<file path="config.mk">
export PLATFORM = sky130hd
export DESIGN_NAME = sio_remote
export DESIGN_NICKNAME = d
export VERILOG_FILES = /design/src/rtl/sio_remote.sv
export SDC_FILE = /design/constraint.sdc
export NUM_CORES = 1
export LEC_CHECK = 0
export ABC_AREA = 1
export ABC_CLOCK_PERIOD_IN_PS = 2190
export CAP_MARGIN = 20
export CORE_MARGIN = 5
export CORE_UTILIZATION = 50
export CTS_BUF_LIST = sky130_fd_sc_hd__clkbuf_4 sky130_fd_sc_hd__clkbuf_8 sky130_fd_sc_hd__clkbuf_16
export DETAILED_ROUTE_END_ITERATION = 8
export HOLD_SLACK_MARGIN = 0.05
export PLACE_DENSITY = 0.84
export SLEW_MARGIN = 25
export SYNTH_ARGS = -nofsm -noshare
export SYNTH_HDL_FRONTEND = slang
export SYNTH_SLANG_ARGS = --single-unit
</file>
<file path="constraint.sdc">
create_clock -name c -period 2.19 [get_ports c]
set_input_delay 0.5475 -clock c [delete_from_list [all_inputs] [get_ports c]]
set_output_delay 0.5475 -clock c [all_outputs]
set_load 0.01 [all_outputs]
</file>
<file path="src/rtl/sio_remote.sv">
// sio_remote -- remote end of a nibble-wide half-duplex serial link.
//
// A host frame is a 0 start nibble, 24 data nibbles (80-bit payload then a
// 16-bit stream word, LSB nibble first) and 4 CRC-16/USB nibbles. A frame
// with a good CRC raises a read or write strobe and, after REPLY_GAP idle
// cycles, is answered with a preamble nibble (F), the stream_out word,
// a 32-bit data field and a CRC-16/USB over those 12 nibbles.
//
// Ports:
//   c             clock (rising edge)
//   rst_n         asynchronous active-low reset
//   rd            nibble sampled from the line (idle line reads 4'hF)
//   td / tq       nibble to drive / drive enable
//   stream_out    stream word returned in each reply
//   stream_in     stream word of the last frame with a good CRC
//   wr / rdreq    one-cycle write / read strobes
//   addr / wdata  address and data of the last frame with a good CRC
//   rdata         read data returned in the reply of a read frame
//   crc_failcount saturating count of frames with a bad CRC
//
// Build option: define SIO_REMOTE_CRCCOUNT_EN to build the CRC failure
// counter; otherwise crc_failcount is tied to 0.

// One nibble step of reflected CRC-16/USB (poly 0x8005, reflected 0xA001).
// Combinational; the caller owns the init value (FFFF) and final inversion.
module crc_16_4_usb (
  input  logic [15:0] i_crc,
  input  logic [3:0]  i_nib,
  output logic [15:0] o_crc
);
  always_comb begin
    o_crc = i_crc ^ {12'h000, i_nib};
    for (int i = 0; i < 4; i++) begin
      o_crc = o_crc[0] ? ((o_crc >> 1) ^ 16'hA001) : (o_crc >> 1);
    end
  end
endmodule

module sio_remote #(
  parameter int REPLY_GAP = 4
) (
  input  logic        c,
  input  logic        rst_n,
  input  logic [3:0]  rd,
  output logic [3:0]  td,
  output logic        tq,
  input  logic [15:0] stream_out,
  output logic [15:0] stream_in,
  output logic        wr,
  output logic        rdreq,
  output logic [9:0]  addr,
  output logic [63:0] wdata,
  input  logic [31:0] rdata,
  output logic [15:0] crc_failcount
);

  typedef enum logic [2:0] {IDLE, RXD, RXC, GAP, TXS, TXD, TXC} state_t;

  localparam logic [4:0] GAP_LEN = 5'(REPLY_GAP);

  state_t      r_state;
  // RX/GAP: cycles elapsed in the phase; TX phases: nibbles already driven.
  logic [4:0]  r_cnt;
  logic [95:0] r_sh;        // {stream, payload} after 24 nibbles
  logic [11:0] r_rcrc;      // first three received CRC nibbles
  logic [15:0] r_rx_crc;
  logic [15:0] r_tx_crc;
  logic [27:0] r_tx_sh;     // nibbles still to drive in the current TX phase
  logic        r_is_read;
  logic [3:0]  r_td;
  logic        r_tq;
  logic        r_wr;
  logic        r_rdreq;
  logic [15:0] r_stream_in;
  logic [9:0]  r_addr;
  logic [63:0] r_wdata;

  logic [15:0] w_rx_crc_nxt;
  logic [15:0] w_rx_crc_got;
  logic        w_crc_ok;
  logic [31:0] w_field;
  logic [3:0]  w_tx_nib;
  logic [15:0] w_tx_crc_in;
  logic [15:0] w_tx_crc_nxt;

  crc_16_4_usb u_rx_crc (
    .i_crc (r_rx_crc),
    .i_nib (rd),
    .o_crc (w_rx_crc_nxt)
  );

  // The last CRC nibble is still on rd in the deciding cycle.
  assign w_rx_crc_got = {rd, r_rcrc};
  assign w_crc_ok     = (w_rx_crc_got == ~r_rx_crc);
  assign w_field      = r_is_read ? rdata : 32'hFFFF_FFFF;

  // Next data nibble to drive: first stream nibble leaving GAP, first
  // field nibble leaving TXS, otherwise the head of the TX shifter.
  always_comb begin
    w_tx_nib = r_tx_sh[3:0];
    if (r_state == GAP) begin
      w_tx_nib = stream_out[3:0];
    end else if (r_state == TXS && r_cnt == 5'd4) begin
      w_tx_nib = w_field[3:0];
    end
  end

  assign w_tx_crc_in = (r_state == GAP) ? 16'hFFFF : r_tx_crc;

  crc_16_4_usb u_tx_crc (
    .i_crc (w_tx_crc_in),
    .i_nib (w_tx_nib),
    .o_crc (w_tx_crc_nxt)
  );

  always_ff @(posedge c or negedge rst_n) begin
    if (!rst_n) begin
      r_state     <= IDLE;
      r_cnt       <= 5'd0;
      r_sh        <= '0;
      r_rcrc      <= '0;
      r_rx_crc    <= 16'hFFFF;
      r_tx_crc    <= 16'hFFFF;
      r_tx_sh     <= '0;
      r_is_read   <= 1'b0;
      r_td        <= 4'hF;
      r_tq        <= 1'b0;
      r_wr        <= 1'b0;
      r_rdreq     <= 1'b0;
      r_stream_in <= '0;
      r_addr      <= '0;
      r_wdata     <= '0;
    end else begin
      r_wr    <= 1'b0;
      r_rdreq <= 1'b0;
      case (r_state)
        IDLE: begin
          r_tq <= 1'b0;
          r_td <= 4'hF;
          if (rd == 4'h0) begin
            r_state  <= RXD;
            r_cnt    <= 5'd0;
            r_rx_crc <= 16'hFFFF;
          end
        end
        RXD: begin
          r_sh     <= {rd, r_sh[95:4]};
          r_rx_crc <= w_rx_crc_nxt;
          if (r_cnt == 5'd23) begin
            r_state <= RXC;
            r_cnt   <= 5'd0;
          end else begin
            r_cnt <= r_cnt + 5'd1;
          end
        end
        RXC: begin
          r_rcrc <= {rd, r_rcrc[11:4]};
          if (r_cnt == 5'd3) begin
            if (w_crc_ok) begin
              r_stream_in <= r_sh[95:80];
              r_addr      <= r_sh[73:64];
              r_wdata     <= r_sh[63:0];
              r_is_read   <= ~r_sh[79];
              r_rdreq     <= ~r_sh[79];
              // An all-ones payload is a no-op: reply without a strobe.
              r_wr        <= r_sh[79] & ~(&r_sh[79:0]);
              r_state     <= GAP;
              r_cnt       <= 5'd1;
              r_tq        <= (GAP_LEN == 5'd1);
            end else begin
              r_state <= IDLE;
            end
          end else begin
            r_cnt <= r_cnt + 5'd1;
          end
        end
        GAP: begin
          if (r_cnt == GAP_LEN) begin
            r_state  <= TXS;
            r_td     <= w_tx_nib;
            r_tx_sh  <= {16'h0000, stream_out[15:4]};
            r_tx_crc <= w_tx_crc_nxt;
            r_cnt    <= 5'd1;
          end else begin
            r_cnt <= r_cnt + 5'd1;
            // Preamble: drive F on the last gap cycle.
            if (r_cnt + 5'd1 == GAP_LEN) begin
              r_tq <= 1'b1;
            end
          end
        end
        TXS: begin
          r_td     <= w_tx_nib;
          r_tx_crc <= w_tx_crc_nxt;
          if (r_cnt == 5'd4) begin
            r_state <= TXD;
            r_tx_sh <= w_field[31:4];
            r_cnt   <= 5'd1;
          end else begin
            r_tx_sh <= r_tx_sh >> 4;
            r_cnt   <= r_cnt + 5'd1;
          end
        end
        TXD: begin
          if (r_cnt == 5'd8) begin
            r_state <= TXC;
            r_td    <= ~r_tx_crc[3:0];
            r_tx_sh <= {16'h0000, ~r_tx_crc[15:4]};
            r_cnt   <= 5'd1;
          end else begin
            r_td     <= w_tx_nib;
            r_tx_crc <= w_tx_crc_nxt;
            r_tx_sh  <= r_tx_sh >> 4;
            r_cnt    <= r_cnt + 5'd1;
          end
        end
        TXC: begin
          if (r_cnt == 5'd4) begin
            r_state <= IDLE;
            r_tq    <= 1'b0;
            r_td    <= 4'hF;
          end else begin
            r_td    <= r_tx_sh[3:0];
            r_tx_sh <= r_tx_sh >> 4;
            r_cnt   <= r_cnt + 5'd1;
          end
        end
        default: begin
          r_state <= IDLE;
          r_tq    <= 1'b0;
          r_td    <= 4'hF;
        end
      endcase
    end
  end

`ifdef SIO_REMOTE_CRCCOUNT_EN
  logic [15:0] r_crc_failcount;

  always_ff @(posedge c or negedge rst_n) begin
    if (!rst_n) begin
      r_crc_failcount <= '0;
    end else if (r_state == RXC && r_cnt == 5'd3 && !w_crc_ok &&
                 r_crc_failcount != 16'hFFFF) begin
      r_crc_failcount <= r_crc_failcount + 16'd1;
    end
  end

  assign crc_failcount = r_crc_failcount;
`else
  assign crc_failcount = 16'h0000;
`endif

  assign td        = r_td;
  assign tq        = r_tq;
  assign wr        = r_wr;
  assign rdreq     = r_rdreq;
  assign stream_in = r_stream_in;
  assign addr      = r_addr;
  assign wdata     = r_wdata;

endmodule

</file>
==> flow_metrics.env, run 1 <==
export IMPL_status="complete, no violations"
export IMPL_drt_antenna_violating_nets=0
export IMPL_drt_iter0_markers=912
export IMPL_crit_family="compound AO/OA/AOI/OAI gates"
export IMPL_cts_tree="done"
export IMPL_grt_pass1_vias=10100
export IMPL_seqCellArea_um2=6900
export IMPL_worst_path_max_delay_cell="a2111oi_0"
export IMPL_synth_adder_area_share_pct=0.203
export IMPL_reg2reg_to="td[0]$_DFFE_PN1P_"
export IMPL_clock_skew_ps=13.9
export IMPL_numCtsBuffers=28
export IMPL_leakage_nw=6.75
export IMPL_path_buf_inv=3
export IMPL_wl_per_cell_um=15.9
export IMPL_place_worst_setup_slack_ps=-292
export IMPL_syn_to_final_growth_pct=27.0
export IMPL_firstDrtPassIters=7
export IMPL_grt_pass1_wl_um=50000
export IMPL_cts_htree_levels=1
export IMPL_path_clk_slew_ps=60
export IMPL_r2r_cells=10
export IMPL_critPathCaptureType="flop"
export IMPL_grt_overflow_total=0
export IMPL_die_h_um=167
export IMPL_cts_root_buffer="clkbuf_16"
export IMPL_antenna_found_initial=0
export IMPL_wl_um=30500
export IMPL_synth_compound_area_share_pct=15.5
export IMPL_setup_tns_ps=0
export IMPL_cts_sinks=274
export IMPL_crit_chain="inv_2, ha_4, nand2_2, nor2_4, buf_4, inv_2, nand2_1, nand3_1, a2111oi_0, a21oi_1"
export IMPL_path_class="flop to flop"
export IMPL_synth_edf_count=0
export IMPL_max_clock_path_buffers=3
export IMPL_yosysTopAreaCellShare_pct=48.4
export IMPL_finalPower_w=0.0185
export IMPL_async_flop_share_pct=100
export IMPL_maxCapViolCount=0
export IMPL_slew_violations=0
export IMPL_synth_area_top_cells="dfrtp_1, nand2_1, dfstp_2, o21ai_0, inv_1"
export IMPL_min_period_over_period_pct=98.4
export IMPL_vdd_drop_max_mv=0.651
export IMPL_synth_seq_area_share_pct=56.1
export IMPL_yosys_top_cells_count="nand2_1, dfrtp_1, o21ai_0"
export IMPL_io_pin_count=167
export IMPL_placedCellCount=1857
export IMPL_worstMarginPinSlew_ps=535
export IMPL_place_congestion=0.934
export IMPL_worstSkewPairLatency_ps=550
export IMPL_reg2reg_from="r_cnt[0]$_DFFE_PN0P_"
export IMPL_setup_violations_final=0
export IMPL_cpPeakStageDelay_ps=530
export IMPL_drc=0
export IMPL_final_layout_size_suffix_gt1_share_pct=13.6
export IMPL_num_rows=57
export IMPL_hold_worst_slack_ps=486
export IMPL_nets=1625
export IMPL_fmax_mhz=464
export IMPL_synth_distinct_cells=48
export IMPL_fill_cells=1850
export IMPL_yosys_area_top_type="dfrtp_1"
export IMPL_syn_mean_instance_area_um2=8.78
export IMPL_start_util_pct=50.8
export IMPL_layout_setup_ws_ps=34.1
export IMPL_regToRegSetupSlack_ps=30
export IMPL_synthMuxAreaShare_pct=0
export IMPL_multi_input_area_um2=4500
export IMPL_synth_ff_type="dfrtp_1"
export IMPL_diodes=0
export IMPL_synth_top_family_by_area="simple AND/OR/NAND/NOR gates"
export IMPL_start_kind="flop"
export IMPL_ys_ff_latch=274
export IMPL_p_per_area_nw_per_um2=1180
export IMPL_synthesis_area_um2=12300
export IMPL_vias=10400
export IMPL_crit_path_max_fanout=7
export IMPL_core_um2=24200
export IMPL_yosys_area_share_simple_pct=17.5
export IMPL_yosysMostFrequentCell="nand2_1"
export IMPL_grt_use_total_pct=21.1
export IMPL_die_w_um=167
export IMPL_vias_per_cell=5.42
export IMPL_crit_path_frequent_cell="inv_2"
export IMPL_layoutNonFillerInstCount=1915
export IMPL_worstPathRequired_ps=2640
export IMPL_dp_hpwl_um=21200
export IMPL_worstHoldPathType="input port to async pin"
export IMPL_netlist_instances=1401
export IMPL_yosysWarningCount=0
export IMPL_portBuffers=150
export IMPL_crit_arrival_ps=2610
export IMPL_synth_xor_area_share_pct=1.77
export IMPL_final_hold_viol_count=0
export IMPL_grt_start_max_net_pins=134
export IMPL_slew_headroom_pct=64.0
export IMPL_die_area_um2=27900
export IMPL_min_period_ps=2160
export IMPL_rsz0062_at_grt="yes"
-- layout make-up --
| class | instances | area share, % |
|---|---|---|
| clock buffer | 32 | 4.75 |
| clock inverter | 20 | 2.16 |
| inverter | 172 | 4.15 |
| multi-input combinational | 885 | 28.8 |
| sequential | 274 | 44.1 |
| tap | 324 | 2.59 |
| timing repair buffer | 208 | 13.4 |
-- power breakdown --
group | leakage [nW] | switching (W) | internal, W
logic | 2.59 | 0.00383 | 0.00217
clock network | 0.529 | 0.00203 | 0.00340
registers | 3.64 | 0.000788 | 0.00624
total | 6.75 | 0.00665 | 0.0118
-- registers in the layout, indices dropped and copies added (netlist names), 3 cells and up --
name       flops
r_sh          96
wdata         64
r_tx_sh       28
r_rx_crc      16
r_tx_crc      16
stream_in     16
r_rcrc        12
addr          10
r_cnt          5
td             4
r_state        3
-- logic make-up (layout without fill, tap and decap cells) --
family	count (synthesis)	count (layout)
fa+ha+maj	2	2
xor+xnor	24	24
flops	274	274
simple gates	491	491
compound gates	352	352
buf+inv	257	432
other cells	1	16
-- placed cells by master, fill, tap and decap left out, types with 14 or more instances in the layout --
master / count
nand2_1: 308
dfrtp_1: 238
o21ai_0: 177
inv_1: 156
clkdlybuf4s50_1: 145
o21ai_1: 99
nor2_1: 45
buf_4: 44
dfstp_2: 36
clkbuf_16: 28
o22ai_1: 26
nand3_1: 26
nand4_1: 25
a21oi_1: 18
nor3_1: 18
nand2_2: 17
xor2_1: 16
conb_1: 16
nor3_2: 14
-- stage by stage --
step | utilization (%) | area (um^2)
2_1_floorplan | - | 12400
3_3_place_gp | 59.3 | 14400
3_5_place_dp | 59.3 | 14400
4_1_cts | 63.8 | 15500
5_1_grt | 64.5 | 15600
6_report | 64.5 | 15600
-- what timing repair did --
action                                 4_1_cts  5_1_grt
gates resized for setup                      1       33
pin swaps                                    1        4
endpoints found under the hold margin       27        0
setup endpoints to repair                    3       15
cloned                                       0        0
hold buffers                                 1        0
setup buffers                                3        2
-- routing by layer --
layer  part of all wire (%)  track usage [%]  wire (um)  vias to the layer above
met1                     41             28.0      12400                     5017
met3                    6.0             2.87       1820                       71
met4                    3.4             6.94       1030                        0
li1                       -                -          -                     4935
met2                     50             36.0      15300                      360
met5                      0                0          0                        -
-- worst max path at each step --
stage | slack [ps] | start | depth (start not counted) | to
3_3_place_gp | -170 | rd[0] | 10 | stream_in[8]$_DFFE_PN0P_
6_report | 30 | r_cnt[0]$_DFFE_PN0P_ | 10 | td[0]$_DFFE_PN1P_
2_1_floorplan | 410 | r_cnt[0]$_DFFE_PN0P_ | 16 | r_tx_crc[0]$_DFFE_PN1P_
5_1_grt | -80 | r_cnt[0]$_DFFE_PN0P_ | 10 | td[0]$_DFFE_PN1P_
3_5_place_dp | -290 | rd[2] | 9 | stream_in[11]$_DFFE_PN0P_
4_1_cts | 2 | td[0]$_DFFE_PN1P_ | 1 | td[0]
(Power assumes the default switching activity.)
==> inputs of run 2 (changes only) <==
- GPL_ROUTABILITY_DRIVEN: unset -> 1
==> results of run 2 <==
No change in the layout: final DEF, timing and power equal those of run 1.
==> inputs of run 3 (changes only) <==
- SKIP_LAST_GASP: unset -> 1
==> run 3 against run 2 <==
Net effect:
- sequential share of layout area increased by 0.14 points
- power about the same
- global-route usage did not move
- sequential cell count unchanged
- cell count stayed put
- count of clock-buffer cells in the layout unchanged
- critical path depth unchanged
- register-to-register slack about the same
- die area did not move
- critical endpoint unchanged
- largest power group unchanged
- highest routed layer unchanged
==> flow_metrics.env, run 3 (same netlist as run 1, synthesis figures left out) <==
export IMPL_min_period_over_period_pct=98.6
export IMPL_slew_headroom_pct=64.0
export IMPL_slew_violations=0
export IMPL_critPathCaptureType="flop"
export IMPL_vdd_drop_max_mv=0.652
export IMPL_place_congestion=0.934
export IMPL_vias_per_cell=5.42
export IMPL_wl_per_cell_um=16.0
export IMPL_crit_arrival_ps=2610
export IMPL_numCtsBuffers=28
export IMPL_cts_tree="done"
export IMPL_cp_endpoint="td[0]$_DFFE_PN1P_"
export IMPL_final_common_cell="nand2_1"
export IMPL_worstMarginPinSlew_ps=527
export IMPL_portBuffers=150
export IMPL_largest_register_ffs=96
export IMPL_rsz0062_at_grt="yes"
export IMPL_crit_path_max_fanout=7
export IMPL_grt_use_total_pct=21.1
export IMPL_wl_um=30500
export IMPL_grt_overflow_total=0
export IMPL_final_cell_mix="nand2_1, dfrtp_1, o21ai_0"
export IMPL_core_um2=24200
export IMPL_antenna_found_initial=0
export IMPL_cts_sinks=274
export IMPL_largest_register="r_sh"
export IMPL_syn_to_final_growth_pct=26.6
export IMPL_nets=1625
export IMPL_reg2reg_to="td[0]$_DFFE_PN1P_"
export IMPL_grt_start_max_net_pins=134
export IMPL_cts_root_buffer="clkbuf_16"
export IMPL_leakage_nw=6.75
export IMPL_reg2reg_from="r_cnt[0]$_DFFE_PN0P_"
export IMPL_fill_cells=1857
export IMPL_cts_htree_levels=1
export IMPL_die_area_um2=27900
export IMPL_final_hold_viol_count=0
export IMPL_start_kind="flop"
export IMPL_multi_input_area_um2=4450
export IMPL_worstHoldPathType="input port to async pin"
export IMPL_die_w_um=167
export IMPL_clock_skew_ps=10.6
export IMPL_setup_violations_final=0
export IMPL_path_class="flop to flop"
export IMPL_start_util_pct=50.8
export IMPL_min_period_ps=2160
export IMPL_setup_tns_ps=0
export IMPL_seqCellArea_um2=6900
export IMPL_worstSkewPairLatency_ps=550
export IMPL_final_layout_size_suffix_gt1_share_pct=13.0
export IMPL_grt_pass1_wl_um=50000
export IMPL_r2r_cells=10
export IMPL_vias=10400
export IMPL_dp_hpwl_um=21200
export IMPL_firstDrtPassIters=5
export IMPL_num_rows=57
export IMPL_grt_pass1_vias=10100
export IMPL_drt_antenna_violating_nets=0
export IMPL_drt_iter0_markers=908
export IMPL_worstPathRequired_ps=2640
export IMPL_max_clock_path_buffers=3
export IMPL_fmax_mhz=463
export IMPL_diodes=0
export IMPL_regToRegSetupSlack_ps=30
export IMPL_finalPower_w=0.0185
export IMPL_crit_start="r_cnt[0]$_DFFE_PN0P_"
export IMPL_drc=0
export IMPL_maxCapViolCount=0
export IMPL_io_pin_count=167
export IMPL_p_per_area_nw_per_um2=1190
export IMPL_path_clk_slew_ps=60
export IMPL_status="complete, no violations"
export IMPL_die_h_um=167
-- run 3: final cells by class --
| type | count | area share (%) |
|---|---|---|
| inverters | 172 | 4.16 |
| well taps | 324 | 2.60 |
| clock inverters | 20 | 2.17 |
| multi-input cells | 885 | 28.6 |
| clock buffers | 32 | 4.77 |
| repair buffers | 208 | 13.4 |
| flip-flops and latches | 274 | 44.3 |
-- run 3: per-layer routing --
metal	track usage, %	wire (um)
met1	28.0	12500
met2	36.0	15300
met3	2.87	1780
met4	6.94	1030
met5	0	0
-- run 3: worst min path at each step --
stage	startpoint	end	slack, ps
floorplan	rst_n	addr[0]$_DFFE_PN0P_	250
global placement	rst_n	r_sh[88]$_DFFE_PN0P_	470
detailed placement	rst_n	r_sh[88]$_DFFE_PN0P_	470
CTS	rst_n	r_sh[87]$_DFFE_PN0P_	480
global route	r_tx_crc[2]$_DFFE_PN1P_	r_tx_crc[2]$_DFFE_PN1P_	510
finish	rst_n	r_sh[88]$_DFFE_PN0P_	490
-- run 3: where the power goes --
group / switching, W / leakage (nW) / internal [W]
logic: 0.00384 / 2.59 / 0.00217
registers: 0.000788 / 3.64 / 0.00624
clock network: 0.00203 / 0.529 / 0.00340
-- run 3: critical path, cell delays in order, from the launching register on --
cell and delay, ps:
dfrtp_1 400, inv_2 110, ha_4 150, nand2_2 60, nor2_4 250, buf_4 160
inv_2 40, nand2_1 100, nand3_1 130, a2111oi_0 540, a21oi_1 130
-- run 3: metrics by stage --
step           hold slack, ps  std cells  utilization [%]  area, um^2  worst slack (ps)
2_1_floorplan             252       1416                -       12400               412
3_5_place_dp              472       1857             59.3       14400              -292
5_1_grt                   507       1915             64.3       15600             -78.4
3_3_place_gp              467       1857             59.3       14400              -172
4_1_cts                   484       1913             63.8       15500              2.00
6_report                  486       1915             64.3       15600              31.4
-- run 3: timing repair --
item	in CTS	in global routing
pin swaps	1	4
gates resized for setup	1	23
hold buffers	1	0
setup endpoints to repair	3	15
cloned	0	0
setup buffers	3	2
hold endpoints to repair	27	0
